==> config.mk <==
export PLATFORM = sky130hd
export DESIGN_NAME = mem_lsu
export DESIGN_NICKNAME = d
export VERILOG_FILES = /design/src/rtl/mem_lsu.sv
export SDC_FILE = /design/constraint.sdc
export NUM_CORES = 1
export LEC_CHECK = 0
export CAP_MARGIN = 20
export CORE_MARGIN = 3
export CORE_UTILIZATION = 47
export CTS_CLUSTER_DIAMETER = 150
export CTS_CLUSTER_SIZE = 12
export DETAILED_ROUTE_END_ITERATION = 10
export GPL_TIMING_DRIVEN = 0
export PLACE_DENSITY = 0.87
export SYNTH_ARGS = -nofsm -noshare
export SYNTH_HDL_FRONTEND = slang
export SYNTH_SLANG_ARGS = --single-unit
==> constraint.sdc <==
create_clock -name clk -period 4.9 [get_ports clk]
set_input_delay 0.735 -clock clk [delete_from_list [all_inputs] [get_ports clk]]
set_output_delay 0.735 -clock clk [all_outputs]
set_load 0.03 [all_outputs]
==> src/rtl/mem_lsu.sv <==
`default_nettype none
// +--------------------------------------------------------------------------+
// | mem_lsu : MEM-stage load/store unit (req/gnt/rvalid data bus, aligned     |
// |           lanes, sign/zero-extended loads). Optional LSU_MISALIGN_EXP_EN. |
// | Revision: 1.0 - initial release                                           |
// +--------------------------------------------------------------------------+
module mem_lsu #(
  parameter int XLEN = 32
) (
  input  logic            clk,
  input  logic            rst_n,
  input  logic            pipe_flush,
  input  logic            mem_valid,
  input  logic            mem_we,
  input  logic            mem_re,
  input  logic [2:0]      mem_funct3,
  input  logic [XLEN-1:0] mem_addr,
  input  logic [XLEN-1:0] mem_wdata,
  output logic            dbus_req,
  output logic            dbus_we,
  output logic [XLEN-1:0] dbus_addr,
  output logic [XLEN-1:0] dbus_wdata,
  output logic [3:0]      dbus_be,
  input  logic            dbus_gnt,
  input  logic            dbus_rvalid,
  input  logic [XLEN-1:0] dbus_rdata,
  output logic            store_hand_suc,
  output logic            load_hand_suc,
  output logic [XLEN-1:0] load_data,
  output logic            lsu_misal_exp,
  output logic            lsu_busy
);

  typedef enum logic [2:0] {
    S_IDLE  = 3'd0,
    S_REQ   = 3'd1,
    S_RESP  = 3'd2,
    S_DONE  = 3'd3,
    S_DRAIN = 3'd4
  } state_t;

`ifdef LSU_MISALIGN_EXP_EN
  localparam logic c_misal_trap_en = 1'b1;
`else
  localparam logic c_misal_trap_en = 1'b0;
`endif

  state_t          r_state;
  state_t          w_state_nxt;
  logic [XLEN-1:0] r_addr;
  logic [XLEN-1:0] r_wdata;
  logic [XLEN-1:0] r_load_data;
  logic [2:0]      r_funct3;
  logic [3:0]      r_be;
  logic            r_we;
  logic            r_misal;

  logic            w_start;
  logic            w_misal;
  logic            w_misal_trap;
  logic [1:0]      w_lo;
  logic [3:0]      w_be;
  logic [XLEN-1:0] w_lane_wdata;
  logic [XLEN-1:0] w_shifted;
  logic [XLEN-1:0] w_ld_ext;
  logic            w_ld_update;

  // Decode of the MEM-stage request; only consulted while idle.
  assign w_start      = mem_valid & (mem_we | mem_re) & ~pipe_flush;
  assign w_misal      = mem_funct3[1] ? (|mem_addr[1:0]) : (mem_funct3[0] & mem_addr[0]);
  assign w_misal_trap = c_misal_trap_en & w_misal;

  always_comb begin
    w_lo         = mem_addr[1:0];
    w_be         = 4'b0001 << mem_addr[1:0];
    w_lane_wdata = {4{mem_wdata[7:0]}};
    if (mem_funct3[1]) begin
      w_lo         = 2'b00;
      w_be         = 4'b1111;
      w_lane_wdata = mem_wdata;
    end else if (mem_funct3[0]) begin
      w_lo[0]      = 1'b0;
      w_be         = 4'b0011 << {mem_addr[1], 1'b0};
      w_lane_wdata = {2{mem_wdata[15:0]}};
    end
  end

  // Low address bits were forced to natural alignment, so a plain lane shift works.
  assign w_shifted = dbus_rdata >> {r_addr[1:0], 3'b000};

  always_comb begin
    w_ld_ext = w_shifted;
    if (r_funct3[1:0] == 2'b00)
      w_ld_ext = {{(XLEN-8){~r_funct3[2] & w_shifted[7]}}, w_shifted[7:0]};
    else if (r_funct3[1:0] == 2'b01)
      w_ld_ext = {{(XLEN-16){~r_funct3[2] & w_shifted[15]}}, w_shifted[15:0]};
  end

  assign w_ld_update = (r_state == S_RESP) & dbus_rvalid & ~pipe_flush & ~r_we;

  always_comb begin
    w_state_nxt = r_state;
    unique case (r_state)
      S_IDLE:  if (w_start) w_state_nxt = w_misal_trap ? S_DONE : S_REQ;
      S_REQ: begin
        // A flushed request the bus already accepted still owes a response.
        if (pipe_flush)    w_state_nxt = dbus_gnt ? S_DRAIN : S_IDLE;
        else if (dbus_gnt) w_state_nxt = S_RESP;
      end
      S_RESP: begin
        if (dbus_rvalid)     w_state_nxt = pipe_flush ? S_IDLE : S_DONE;
        else if (pipe_flush) w_state_nxt = S_DRAIN;
      end
      S_DONE:  w_state_nxt = S_IDLE;
      S_DRAIN: if (dbus_rvalid) w_state_nxt = S_IDLE;
      default: w_state_nxt = S_IDLE;
    endcase
  end

  always_ff @(posedge clk or negedge rst_n) begin
    if (!rst_n) r_state <= S_IDLE;
    else        r_state <= w_state_nxt;
  end

  always_ff @(posedge clk or negedge rst_n) begin
    if (!rst_n) begin
      r_addr   <= '0;
      r_wdata  <= '0;
      r_funct3 <= 3'b000;
      r_be     <= 4'b0000;
      r_we     <= 1'b0;
      r_misal  <= 1'b0;
    end else if ((r_state == S_IDLE) && w_start) begin
      r_addr   <= {mem_addr[XLEN-1:2], w_lo};
      r_wdata  <= w_lane_wdata;
      r_funct3 <= mem_funct3;
      r_be     <= w_be;
      r_we     <= mem_we;
      r_misal  <= w_misal_trap;
    end
  end

  always_ff @(posedge clk or negedge rst_n) begin
    if (!rst_n)           r_load_data <= '0;
    else if (w_ld_update) r_load_data <= w_ld_ext;
  end

  assign dbus_req       = (r_state == S_REQ);
  assign dbus_we        = r_we;
  assign dbus_addr      = {r_addr[XLEN-1:2], 2'b00};
  assign dbus_wdata     = r_wdata;
  assign dbus_be        = r_be;
  assign store_hand_suc = (r_state == S_DONE) & r_we;
  assign load_hand_suc  = (r_state == S_DONE) & ~r_we;
  assign load_data      = r_load_data;
  assign lsu_busy       = (r_state != S_IDLE);

`ifdef LSU_MISALIGN_EXP_EN
  assign lsu_misal_exp  = (r_state == S_DONE) & r_misal;
`else
  assign lsu_misal_exp  = 1'b0;
`endif

endmodule
`default_nettype wire

==> results of run 1 <==
-- cell type report --
| class | count | share of cell area (%) |
|---|---|---|
| clock inverter | 5 | 0.971 |
| inverter | 1 | 0.0470 |
| buffer | 70 | 5.69 |
| timing repair buffer | 208 | 26.2 |
| multi-input combinational | 325 | 28.4 |
| clock buffer | 11 | 2.91 |
| sequential | 107 | 33.5 |
| tap | 140 | 2.19 |
-- how the worst min path moves through the flow --
stage | startpoint | cells after the start | end | slack, ps
after floorplan | rst_n | 0 | dbus_be[0] | 440
after global placement | dbus_wdata[31] | 2 | dbus_wdata[31] | 460
after detailed placement | dbus_wdata[20] | 2 | dbus_wdata[20] | 470
after CTS | rst_n | 1 | dbus_we | 430
after global routing | rst_n | 1 | r_addr[16] | 450
final | rst_n | 1 | dbus_we | 420
-- metal layers --
layer,up-vias,routed length [µm],track usage (%),share of wire [%]
met1,2302,6390,30.8,40
met2,212,8080,42.9,51
met3,24,1200,5.56,7.5
met4,0,306,8.81,1.9
met5,-,0,0,0
li1,2178,-,-,-
-- registers in the layout, summed over array words and instances (netlist names) --
signal      cells
dbus_be         4
dbus_wdata     32
dbus_we         1
load_data      32
r_addr         32
r_funct3        3
r_state         3
-- worst register-to-register path: stages, from the launching register on --
cell	delay, ps
dfrtp_1	370
buf_6	130
or3b_4	410
nor3_2	350
o2111ai_1	540
o311ai_1	260
-- logic make-up after synthesis --
family	synth area share, %
compound gates	13.8
buf+inv	8.48
flops	49.6
mux	16.1
other cells	0.0695
simple gates	11.9
-- metrics by stage --
step / hold WS [ps] / std cells / total power [µW] / setup TNS (ps)
6_report: 415 / 867 / 4920 / 0
5_1_grt: 450 / 867 / 5160 / 0
4_1_cts: 433 / 867 / 4940 / 0
3_5_place_dp: 470 / 851 / 4170 / 0
3_3_place_gp: 460 / 850 / 4090 / -92030
2_1_floorplan: 439 / 503 / 3070 / 0
-- where the power goes --
part	leakage, µW	internal (µW)	switching, µW
logic	0.00192	1220	1430
registers	0.00129	1270	234
clock network	0.000150	447	320
total	0.00336	2930	1980
-- cell usage in the layout (no fill, tap or decap), types with 2 or more instances in the layout --
| cell type | count |
|---|---|
| conb_1 | 3 |
| o311ai_1 | 6 |
| a21oi_1 | 22 |
| o21ai_0 | 23 |
| o2bb2ai_1 | 7 |
| buf_2 | 12 |
| clkbuf_16 | 9 |
| a22oi_1 | 6 |
| buf_6 | 7 |
| nand2b_1 | 4 |
| nor3b_1 | 2 |
| a211oi_1 | 15 |
| buf_4 | 34 |
| nor2_1 | 29 |
| o31ai_1 | 18 |
| dfrtp_1 | 107 |
| o22ai_1 | 8 |
| clkbuf_1 | 18 |
| clkinv_2 | 2 |
| nor2b_1 | 33 |
| bufinv_16 | 2 |
| mux2i_1 | 26 |
| or3_1 | 2 |
| buf_1 | 2 |
| mux2_2 | 52 |
| clkdlybuf4s50_1 | 206 |
| nand3b_1 | 2 |
| nand2_1 | 49 |
| nor3_1 | 4 |
==> reports/qor.csv, run 1 <==
stage,metric,value,unit
clocking,numCtsBuffers,9,
sta,min_period,2700,ps
final_layout,areaGrowthSynthToFinish,48.0,%
placement,routabilityCongestion,0.876,
drt,vias,4716,
sta,drv_slew,0,
final_layout,fin_util,72.4,%
die,io_pins,213,
setup_path,cp-startpoint,r_state[2],
setup_path,critPathArrivalTime,1970,ps
die,die_w,113,µm
global_route,grt_pass1_wl,25400,µm
logic_synthesis,synth_cells,501,
sta,slew_headroom,42.8,%
drt,dr.pass1.iters,5,
clocking,clockBufferDepth,2,
final_layout,final.fill_count,802,
drt,viasPerCell,5.44,
logic_synthesis,synth_area_leaders,"dfrtp_1 50%, mux2_2 11%, mux2i_1 4.8%",
sta,finalCritPeriodShare,55.2,%
sta,finalHoldViolCount,0,
setup_path,timing.rr.end,load_data[16],
logic_synthesis,synth_flop_cell,dfrtp_1,
logic_synthesis,synth_top_cell_by_area,dfrtp_1,
global_route,overflow,0,
power_and_ir_drop,p_per_area,615,mW/mm²
global_route,grt_antenna_before_repair,0,
logic_synthesis,synth_most_common_cell,dfrtp_1,
placement,port_buffers,207,
setup_path,critical_path.slowest_cell,clkdlybuf4s50_1,
setup_path,ff2ff_setup_slack,2710,ps
sta,fin_ws,2200,ps
die,die_area,0.0128,mm²
final_layout,layout.nets,829,
placement,place_area,0.00768,mm²
logic_synthesis,synth_commonest_cells,"107 x dfrtp_1, 52 x mux2_2, 49 x nand2_1",
clocking,cts-root-buf,clkbuf_16,
sta,setup_violations,0,
die,die_y,113,µm
sta,rsz0062_at_grt,no,
drt,drt_iter0_markers,387,
logic_synthesis,synth_top_area_share,49.6,%
clocking,clock-sinks,107,
setup_path,cp_num_buf_inv,2,
die,core_area,0.0110,mm²
setup_path,worstPathMaxFanout,10,
die,start_util,48.9,%
job,max-cap-violations,0,
logic_synthesis,seq_area_frac_synth,49.6,%
global_route,grt_max_degree,61,
clocking,cts_tree,yes,
setup_path,worstSetupEndpoint,lsu_busy,
final_layout,layout-drive-gt1-share,17.5,%
final_layout,n_antenna_cell,0,
clocking,cts.repair.resized,0,
setup_path,path_depth,3,
placement,place_ws,1960,ps
power_and_ir_drop,p_leak,0.00336,µW
logic_synthesis,syn_avg_cell_area,10.8,µm²
setup_path,crit_family,buffers and inverters,
logic_synthesis,synth_edf_count,0,
logic_synthesis,synthesis.area,0.00540,mm²
drt,avgRoutedWirePerCell,18.4,µm
sta,tightest_slew,857,ps
setup_path,path_cells,clkbuf_1 -> or3_1 -> clkdlybuf4s50_1,
sta,fin_skew,6.57,ps
logic_synthesis,yosysWarningCount,0,
setup_path,crit_path_end_kind,primary output,
setup_path,cp_data_required_time,4160,ps
global_route,grt_pass1_vias,4965,
clocking,cts_hold_buf,0,
logic_synthesis,synth_cell_types,40,
setup_path,worst-setup-path-type,register to primary output,
status,status,"complete, no violations",
drt,drc_errors,0,
sta,max_freq,370,MHz
power_and_ir_drop,peakVddDrop,0.417,mV
final_layout,finish.instance_area,0.00799,mm²
final_layout,multi_input_area,0.00227,mm²
drt,antenna_left,0,
final_layout,seq_area,0.00268,mm²
clocking,clk_pin_slew_worst_paths,70,ps
die,rows,38,
setup_path,critPathLaunchType,register,
clocking,cts-htree-levels,3,
setup_path,rr_worst_depth,5,
setup_path,max_stage_delay,620,ps
setup_path,rr_startpoint,r_state[0],
global_route,grt_usage,24.9,%
hold_path,hold_class,input port to async pin,
clocking,clk_latency,340,ps
drt,wl,16000,µm
logic_synthesis,ys_ff_latch,107,
logic_synthesis,ys_async_sr_fraction,100,%
placement,dpl.hpwl,12200,µm
clocking,post_cts_buffers,0,
No activity file was read; power rests on OpenSTA's default activity.
==> run 2, diff against run 1 <==
--- a/config.mk
+++ b/config.mk
@@ -7,12 +7,12 @@
 export LEC_CHECK = 0
 export CAP_MARGIN = 20
 export CORE_MARGIN = 3
-export CORE_UTILIZATION = 47
+export CORE_UTILIZATION = 44
 export CTS_CLUSTER_DIAMETER = 150
 export CTS_CLUSTER_SIZE = 12
 export DETAILED_ROUTE_END_ITERATION = 10
 export GPL_TIMING_DRIVEN = 0
-export PLACE_DENSITY = 0.87
+export PLACE_DENSITY = 0.82
 export SYNTH_ARGS = -nofsm -noshare
 export SYNTH_HDL_FRONTEND = slang
 export SYNTH_SLANG_ARGS = --single-unit
==> constraint.sdc (replaced) <==
create_clock -name clk -period 2.5 [get_ports clk]
set_input_delay 0.375 -clock clk [delete_from_list [all_inputs] [get_ports clk]]
set_output_delay 0.375 -clock clk [all_outputs]
set_load 0.03 [all_outputs]
==> run 2 against run 1 <==
Sequential power grew 97%. Cell count grew 0.35%. Non-clock buffer count is the same. Largest cell class unchanged. Core utilization shrank 4.4 points. Total power grew 94%. Sequential share of layout area grew 0.11 points. Highest routed layer unchanged. Sequential cell count is the same. Clock-buffer cell count grew 1. Clock power grew 81%. Critical path type unchanged. First-iteration DRC count grew 5.7%. Die area grew 6.5%.
==> reports/qor.csv, run 2 (synthesized netlist as in run 1, its figures left out) <==
stage,metric,value,unit
status,status,"complete, no violations",
global_route,grt_antenna_before_repair,0,
clocking,clock-sinks,107,
setup_path,path_cells,clkbuf_1 -> or3_1 -> clkdlybuf4s50_1,
global_route,grt_pass1_vias,4916,
clocking,clockBufferDepth,2,
sta,min_period,2320,ps
drt,viasPerCell,5.49,
final_layout,n_antenna_cell,0,
final_layout,layout-drive-gt1-share,17.6,%
setup_path,cp_data_required_time,2120,ps
clocking,cts-root-buf,clkbuf_16,
sta,drv_slew,0,
global_route,grt_max_degree,71,
sta,finalHoldViolCount,0,
placement,place_area,0.00767,mm²
die,io_pins,213,
setup_path,worstPathMaxFanout,10,
placement,dp_cells,854,
clocking,cts-htree-levels,3,
placement,place_ws,-12.6,ps
final_layout,multi_input_area,0.00227,mm²
clocking,numCtsBuffers,9,
sta,rsz0062_at_grt,no,
final_layout,final_cell_mix,"206 x clkdlybuf4s50_1, 107 x dfrtp_1, 52 x mux2_2, 49 x nand2_1, 34 x buf_4",
final_layout,finish.instance_area,0.00796,mm²
drt,drt_iter0_markers,409,
final_layout,seq_area,0.00268,mm²
clocking,clk_pin_slew_worst_paths,70,ps
job,max-cap-violations,0,
clocking,cts_tree,yes,
global_route,overflow,0,
final_layout,layout.nets,829,
final_layout,final.fill_count,913,
drt,antenna_left,0,
setup_path,critPathArrivalTime,1940,ps
final_layout,layoutNonFillerInstCount,870,
drt,vias,4773,
setup_path,critPathLaunchType,register,
sta,fin_setup_tns,0,ps
power_and_ir_drop,p_leak,0.00335,µW
die,die_y,117,µm
global_route,grt_pass1_wl,25200,µm
sta,slew_headroom,40.3,%
die,core_area,0.0117,mm²
clocking,clk_latency,350,ps
setup_path,cp_num_buf_inv,2,
die,start_util,46.1,%
final_layout,areaGrowthSynthToFinish,47.5,%
setup_path,critical_path.slowest_cell,clkdlybuf4s50_1,
placement,routabilityCongestion,0.944,
die,rows,39,
sta,setup_violations,0,
power_and_ir_drop,p_per_area,1200,mW/mm²
die,die_area,0.0136,mm²
placement,dpl.hpwl,12400,µm
drt,avgRoutedWirePerCell,18.8,µm
setup_path,crit_family,buffers and inverters,
setup_path,max_stage_delay,600,ps
drt,dr.pass1.iters,5,
sta,fin_skew,6.91,ps
drt,wl,16300,µm
placement,port_buffers,207,
clocking,cts_hold_buf,0,
clocking,cts.repair.resized,0,
power_and_ir_drop,peakVddDrop,0.745,mV
clocking,post_cts_buffers,0,
sta,max_freq,431,MHz
sta,fin_ws,182,ps
die,die_w,117,µm
setup_path,worst-setup-path-type,register to primary output,
setup_path,crit_path_end_kind,primary output,
sta,tightest_slew,895,ps
sta,finalCritPeriodShare,92.7,%
hold_path,hold_class,input port to async pin,
global_route,grt_usage,23.6,%
drt,drc_errors,0,
final_layout,layout_commonest_cell,clkdlybuf4s50_1,
[run 2: changes by cell type in the layout (fill, tap and decap cells not counted), sizes merged]
cell | before | now
inv | 1 | 3
clkinvlp | 1 | 0
bufinv | 2 | 0
clkbuf | 27 | 28
[run 2: layout make-up]
type                       count  area share (%)
buffer                        70            5.70
clock buffer                  12            3.22
clock inverter                 4           0.393
inverter                       1          0.0471
multi-input combinational    325            28.5
sequential                   107            33.6
tap                          143            2.25
timing repair buffer         208            26.2
[run 2: worst reg2reg max path, stage by stage (launching register included)]
cell     delay [ps]
dfrtp_1         370
buf_6           140
or3b_4          410
nor3_2          310
buf_2           340
mux2_2          380
[run 2: final timing paths]
check	start	end	slack, ps	cells after the start
max	r_state[2]	lsu_busy	180	3
min	rst_n	load_data[27]	140	1
max reg2reg	r_state[0]	load_data[4]	430	5
min reg2reg	dbus_wdata[14]	dbus_wdata[14]	480	2
max in group asynchronous	rst_n	dbus_wdata[2]	1630	2
min in group clk	dbus_wdata[14]	dbus_wdata[14]	480	2
[run 2: routing by layer]
| metal | part of all wire, % | wire length, µm | track usage, % | up-vias |
|---|---|---|---|---|
| met5 | 0 | 0 | 0 | - |
| met4 | 2.2 | 362 | 8.56 | 0 |
| met3 | 8.3 | 1360 | 5.91 | 31 |
| met2 | 51 | 8340 | 40.3 | 238 |
| met1 | 38 | 6270 | 29.0 | 2329 |
| li1 | - | - | - | 2175 |
[run 2: power by group]
part	leakage [µW]	switching [µW]	total [µW]	internal [µW]
clock	0.000144	650	1390	739
sequential	0.00129	478	2960	2480
combinational	0.00192	2810	5190	2390
[run 2: stage by stage]
stage / hold slack, ps / power, µW / util (%)
global route: 233 / 10100 / 68.0
floorplan: 79.4 / 6010 / -
global placement: 461 / 8030 / 65.4
detailed placement: 470 / 8180 / 65.5
CTS: 180 / 9610 / 68.0
finish: 145 / 9550 / 68.0
==> patch 1 (settings of run 1) <==
The option `LSU_MISALIGN_EXP_EN` is turned on by a define.
--- a/src/rtl/mem_lsu.sv
+++ b/src/rtl/mem_lsu.sv
@@ -5,4 +5,6 @@
 // | Revision: 1.0 - initial release                                           |
 // +--------------------------------------------------------------------------+
+`define LSU_MISALIGN_EXP_EN
+
 module mem_lsu #(
   parameter int XLEN = 32
Check against the original RTL: not equivalent (a bounded check fails within 4 cycles, from zero or initial values and one cycle with rst_n low).
==> patch 1 against run 1 <==
- final area fell by 0.16%
- total power up 8.2%
- clock skew increased by 1.3 ps
- global-route usage rose by 0.34 points
- fmax down 4.2%
- area after synthesis about the same
- worst setup slack got worse by 120 ps
- sequential cell count rose by 1
- wire length is 1.7% higher
- largest power group unchanged
- highest routed layer unchanged
==> patch 1: results (changes against run 1) <==
number of global-route vias before repair=4,981 (was 4,965); growth of design area from synthesis to finish=47.9% (was 48.0%); Worst Max-Slew Pin Slew=730 ps (was 857 ps); cells taking the most area after synthesis=sky130_fd_sc_hd__dfrtp_1 (50%), sky130_fd_sc_hd__mux2_2 (10%), sky130_fd_sc_hd__mux2i_1 (5.0%) (was sky130_fd_sc_hd__dfrtp_1 (50%), sky130_fd_sc_hd__mux2_2 (11%), sky130_fd_sc_hd__mux2i_1 (4.8%)); total met2 wirelength after detailed routing=8070 um (was 8080 um); Max Clk Rate=354 MHz (was 370 MHz); synthesized netlist cell count=504 (was 501); cell area after placement=7680 sq um (about the same); Non-CTS buffers=281 (was 278); reg-to-reg startpoint=r_funct3[0] (was r_state[0]); total vias in the final route=4,743 (was 4,716); setup slack of the worst register-to-register path=2600 ps (was 2710 ps); chip width=113 um (about the same); multi-input combinational cell count=322 (was 325); net switching fraction of the power=41.5% (was 40.3%); Multi-input gate area=2250 sq um (was 2270 sq um); via-per-instance ratio=5.46 (was 5.44); PortBufs=208 (was 207); share of synthesized area spent on multiplexers=15.7% (was 16.1%); detailed-routing wirelength on met1=6160 um (was 6390 um); run status=complete, no violations (unchanged); DP HPWL=12,300 um (was 12,200 um); DRC marker count from the first detailed-route iteration=224 (was 387); post-synthesis cell type count=43 (was 40); clock network area share=3.65% (was 3.88%); crit path from=r_state[0] (was r_state[2]); 1st-pass router iterations=7 (was 5); synthesized-area fraction occupied by ao, oa, aoi and oai cells=14.1% (was 13.8%); M2 GR Usage=43.2% (was 42.9%); commonest cells in the synthesized netlist=sky130_fd_sc_hd__dfrtp_1 (108), sky130_fd_sc_hd__nand2_1 (51), sky130_fd_sc_hd__mux2_2 (49) (was sky130_fd_sc_hd__dfrtp_1 (107), sky130_fd_sc_hd__mux2_2 (52), sky130_fd_sc_hd__nand2_1 (49)); non-clock buffer contribution to total cell area=31.8% (was 31.9%); maximum VDD drop=0.000403 V (was 0.000417 V); worst hold margin=426 ps (was 415 ps); largest net degree at the start of global routing=58 (was 61); worst setup slack after placement=1530 ps (was 1960 ps); portion of the post-synthesis area used by sequential elements=50.1% (was 49.6%); power dissipated in the clock network=732 uW (was 767 uW); global routing usage on met1=29.3% (was 30.8%); met3 track demand over resource=8.18% (was 5.56%)
-- patch 1: cell count changes after synthesis, moves of 3 or more --
| cell | change |
|---|---|
| sky130_fd_sc_hd__inv_1 | +3 |
| sky130_fd_sc_hd__o22ai_1 | -6 |
| sky130_fd_sc_hd__buf_6 | -3 |
| sky130_fd_sc_hd__clkbuf_1 | +9 |
| sky130_fd_sc_hd__a22oi_1 | -6 |
| sky130_fd_sc_hd__o311ai_0 | +8 |
| sky130_fd_sc_hd__mux2_2 | -3 |
| sky130_fd_sc_hd__o311ai_1 | -6 |
| sky130_fd_sc_hd__buf_2 | -5 |
| sky130_fd_sc_hd__a21oi_1 | +3 |
-- patch 1: critical path: cells and delay by family, from the launching register on --
kind / cells / cell delay (ps)
AND/OR/NAND/NOR: 3 / 380
buffers and inverters: 2 / 990
flip-flops: 1 / 390
==> patch 2 (settings of run 1) <==
Made on the original files. Re-encode `state_t` (5 states) as Gray code, 3 bits wide.
--- a/src/rtl/mem_lsu.sv
+++ b/src/rtl/mem_lsu.sv
@@ -33,9 +33,9 @@
 
   typedef enum logic [2:0] {
-    S_IDLE  = 3'd0,
-    S_REQ   = 3'd1,
-    S_RESP  = 3'd2,
-    S_DONE  = 3'd3,
-    S_DRAIN = 3'd4
+    S_IDLE  = 3'b000,
+    S_REQ   = 3'b001,
+    S_RESP  = 3'b011,
+    S_DONE  = 3'b010,
+    S_DRAIN = 3'b110
   } state_t;
 
Formal check against the unedited RTL: same outputs for any inputs over 4 cycles, from zero or initial values and one cycle with rst_n low; so few cycles prove little.
==> patch 2 against run 1 <==
- sequential cell count did not move
- combinational power up 3%
- worst setup slack got worse by 23 ps
- clock power shrank 3.4%
- register-to-register slack got worse by 60 ps
- area after synthesis fell by 1.1%
- critical path depth rose by 1
- total power increased by 0.71%
- cell count is 11% higher
- final area decreased by 0.58%
- first-iteration DRC count up 6.2%
- wire length up 5.0%
==> patch 2: results (changes against run 1) <==
run status=complete, no violations (unchanged); Global Route Usage Sum=26.3% (was 24.9%); setup slack of the worst register-to-register path=2650 ps (was 2710 ps); worst setup slack after placement=1920 ps (was 1960 ps); end of the worst register-to-register path=load_data[18] (was load_data[16]); RePlAce Congestion=0.898 (was 0.876); number of global-route vias before repair=5,350 (was 4,965); PortBufs=209 (was 207); nets=923 (was 829); cells taking the most area after synthesis=sky130_fd_sc_hd__dfrtp_1 (50%), sky130_fd_sc_hd__nand2_1 (13%), sky130_fd_sc_hd__mux2i_1 (4.9%) (was sky130_fd_sc_hd__dfrtp_1 (50%), sky130_fd_sc_hd__mux2_2 (11%), sky130_fd_sc_hd__mux2i_1 (4.8%)); Clock Pin Slew Worst Setup and Hold Paths=70 ps (about the same); reg-to-reg startpoint=r_funct3[0] (was r_state[0]); number of clock buffers inserted by TritonCTS=9 (unchanged); proportion of power drawn by combinational gates=54.9% (was 53.9%); commonest cells in the synthesized netlist=sky130_fd_sc_hd__nand2_1 (179), sky130_fd_sc_hd__dfrtp_1 (107), sky130_fd_sc_hd__nor2_1 (35) (was sky130_fd_sc_hd__dfrtp_1 (107), sky130_fd_sc_hd__mux2_2 (52), sky130_fd_sc_hd__nand2_1 (49)); largest net degree at the start of global routing=64 (was 61); slowest cell delay on critical path=710 ps (was 620 ps); DP HPWL=12,600 um (was 12,200 um); Tightest Hold Check Type=in -> async (unchanged); number of fillers in the final layout=786 (was 802); signal arrival time at the worst endpoint=1990 ps (was 1970 ps); total wire length=16,800 um (was 16,000 um); cell area after placement=7640 sq um (was 7680 sq um); wire length of the first global-routing pass=26,800 um (was 25,400 um); worst clock skew=7.99 ps (was 6.57 ps); P_sw=2.11 mW (was 1.98 mW); post-synthesis cell type count=41 (was 40); critical-path maximum fanout=9 (was 10); Final Hold Vio Count=0 (unchanged); leakage=3.60 nW (was 3.36 nW); share of post-route cells with drive strength above 1=9.87% (was 17.5%); DRC marker count from the first detailed-route iteration=411 (was 387); cell chosen for the clock root=sky130_fd_sc_hd__clkbuf_16 (unchanged); maximum buffer depth of the clock tree=2 (unchanged); portion of the post-synthesis area used by sequential elements=50.1% (was 49.6%); Worst Max-Slew Pin Slew=692 ps (was 857 ps); maximum VDD drop=0.000431 V (was 0.000417 V); setup ws final=2170 ps (was 2200 ps); total vias in the final route=5,149 (was 4,716)
patch 2: layer usage:
layer | share of wire [%] | global-route usage (%) | vias up
met5 | 0 | 0 | -
met4 | 2.2 | 8.65 | 0
met3 | 9.9 | 8.41 | 32
met2 | 49 | 44.3 | 279
met1 | 39 | 32.1 | 2443
li1 | - | - | 2395
patch 2: layout make-up:
| cell class | instances | share of cell area, % |
|---|---|---|
| Multi-Input combinational cell | 411 | 27.8 |
| Tap cell | 140 | 2.21 |
| Clock inverter | 6 | 0.788 |
| Sequential cell | 107 | 33.7 |
| Buffer | 74 | 5.70 |
| Clock buffer | 10 | 3.01 |
| Timing Repair Buffer | 210 | 26.7 |
| Inverter | 3 | 0.142 |
patch 2: logic make-up after synthesis:
logic type / synth area share [%]
and+or+nand+nor: 22.5
DFF: 50.1
AOI/OAI and AO/OA: 11.6
buffers and inverters: 8.69
muxes: 6.98
other: 0.0702
patch 2: per-stage QoR:
stage / hold slack (ps) / util (%) / std cells / setup TNS (ps)
2_1_floorplan: 439 / - / 595 / 0
3_3_place_gp: 458 / 69.3 / 944 / -94220
3_5_place_dp: 462 / 69.6 / 945 / 0
4_1_cts: 419 / 72.3 / 961 / 0
5_1_grt: 443 / 72.3 / 961 / 0
6_report: 400 / 72.3 / 961 / 0
patch 2: power groups by stage:
| stage | logic (mW) | registers [mW] | clock network, mW |
|---|---|---|---|
| after CTS | 2.73 | 1.49 | 0.753 |
| final | 2.72 | 1.49 | 0.741 |
| after detailed placement | 2.72 | 1.49 | 0 |
| after floorplan | 1.17 | 1.92 | 0 |
| after global placement | 2.66 | 1.48 | 0 |
| after global routing | 2.89 | 1.54 | 0.782 |
patch 2: critical path: cells and delay by family, from the launching register on:
family	cells	cell delay [ps]
buffers and inverters	2	880
flip-flops	1	370
AND/OR/NAND/NOR	2	400
patch 2: how the worst max path moves through the flow:
stage	startpoint	end	depth (start not counted)
after floorplan	r_state[0]	store_hand_suc	3
after global placement	rst_n	r_addr[20]	1
after detailed placement	pipe_flush	load_data[25]	7
after CTS	r_state[0]	store_hand_suc	4
after global routing	pipe_flush	load_data[25]	7
final	r_state[0]	store_hand_suc	4
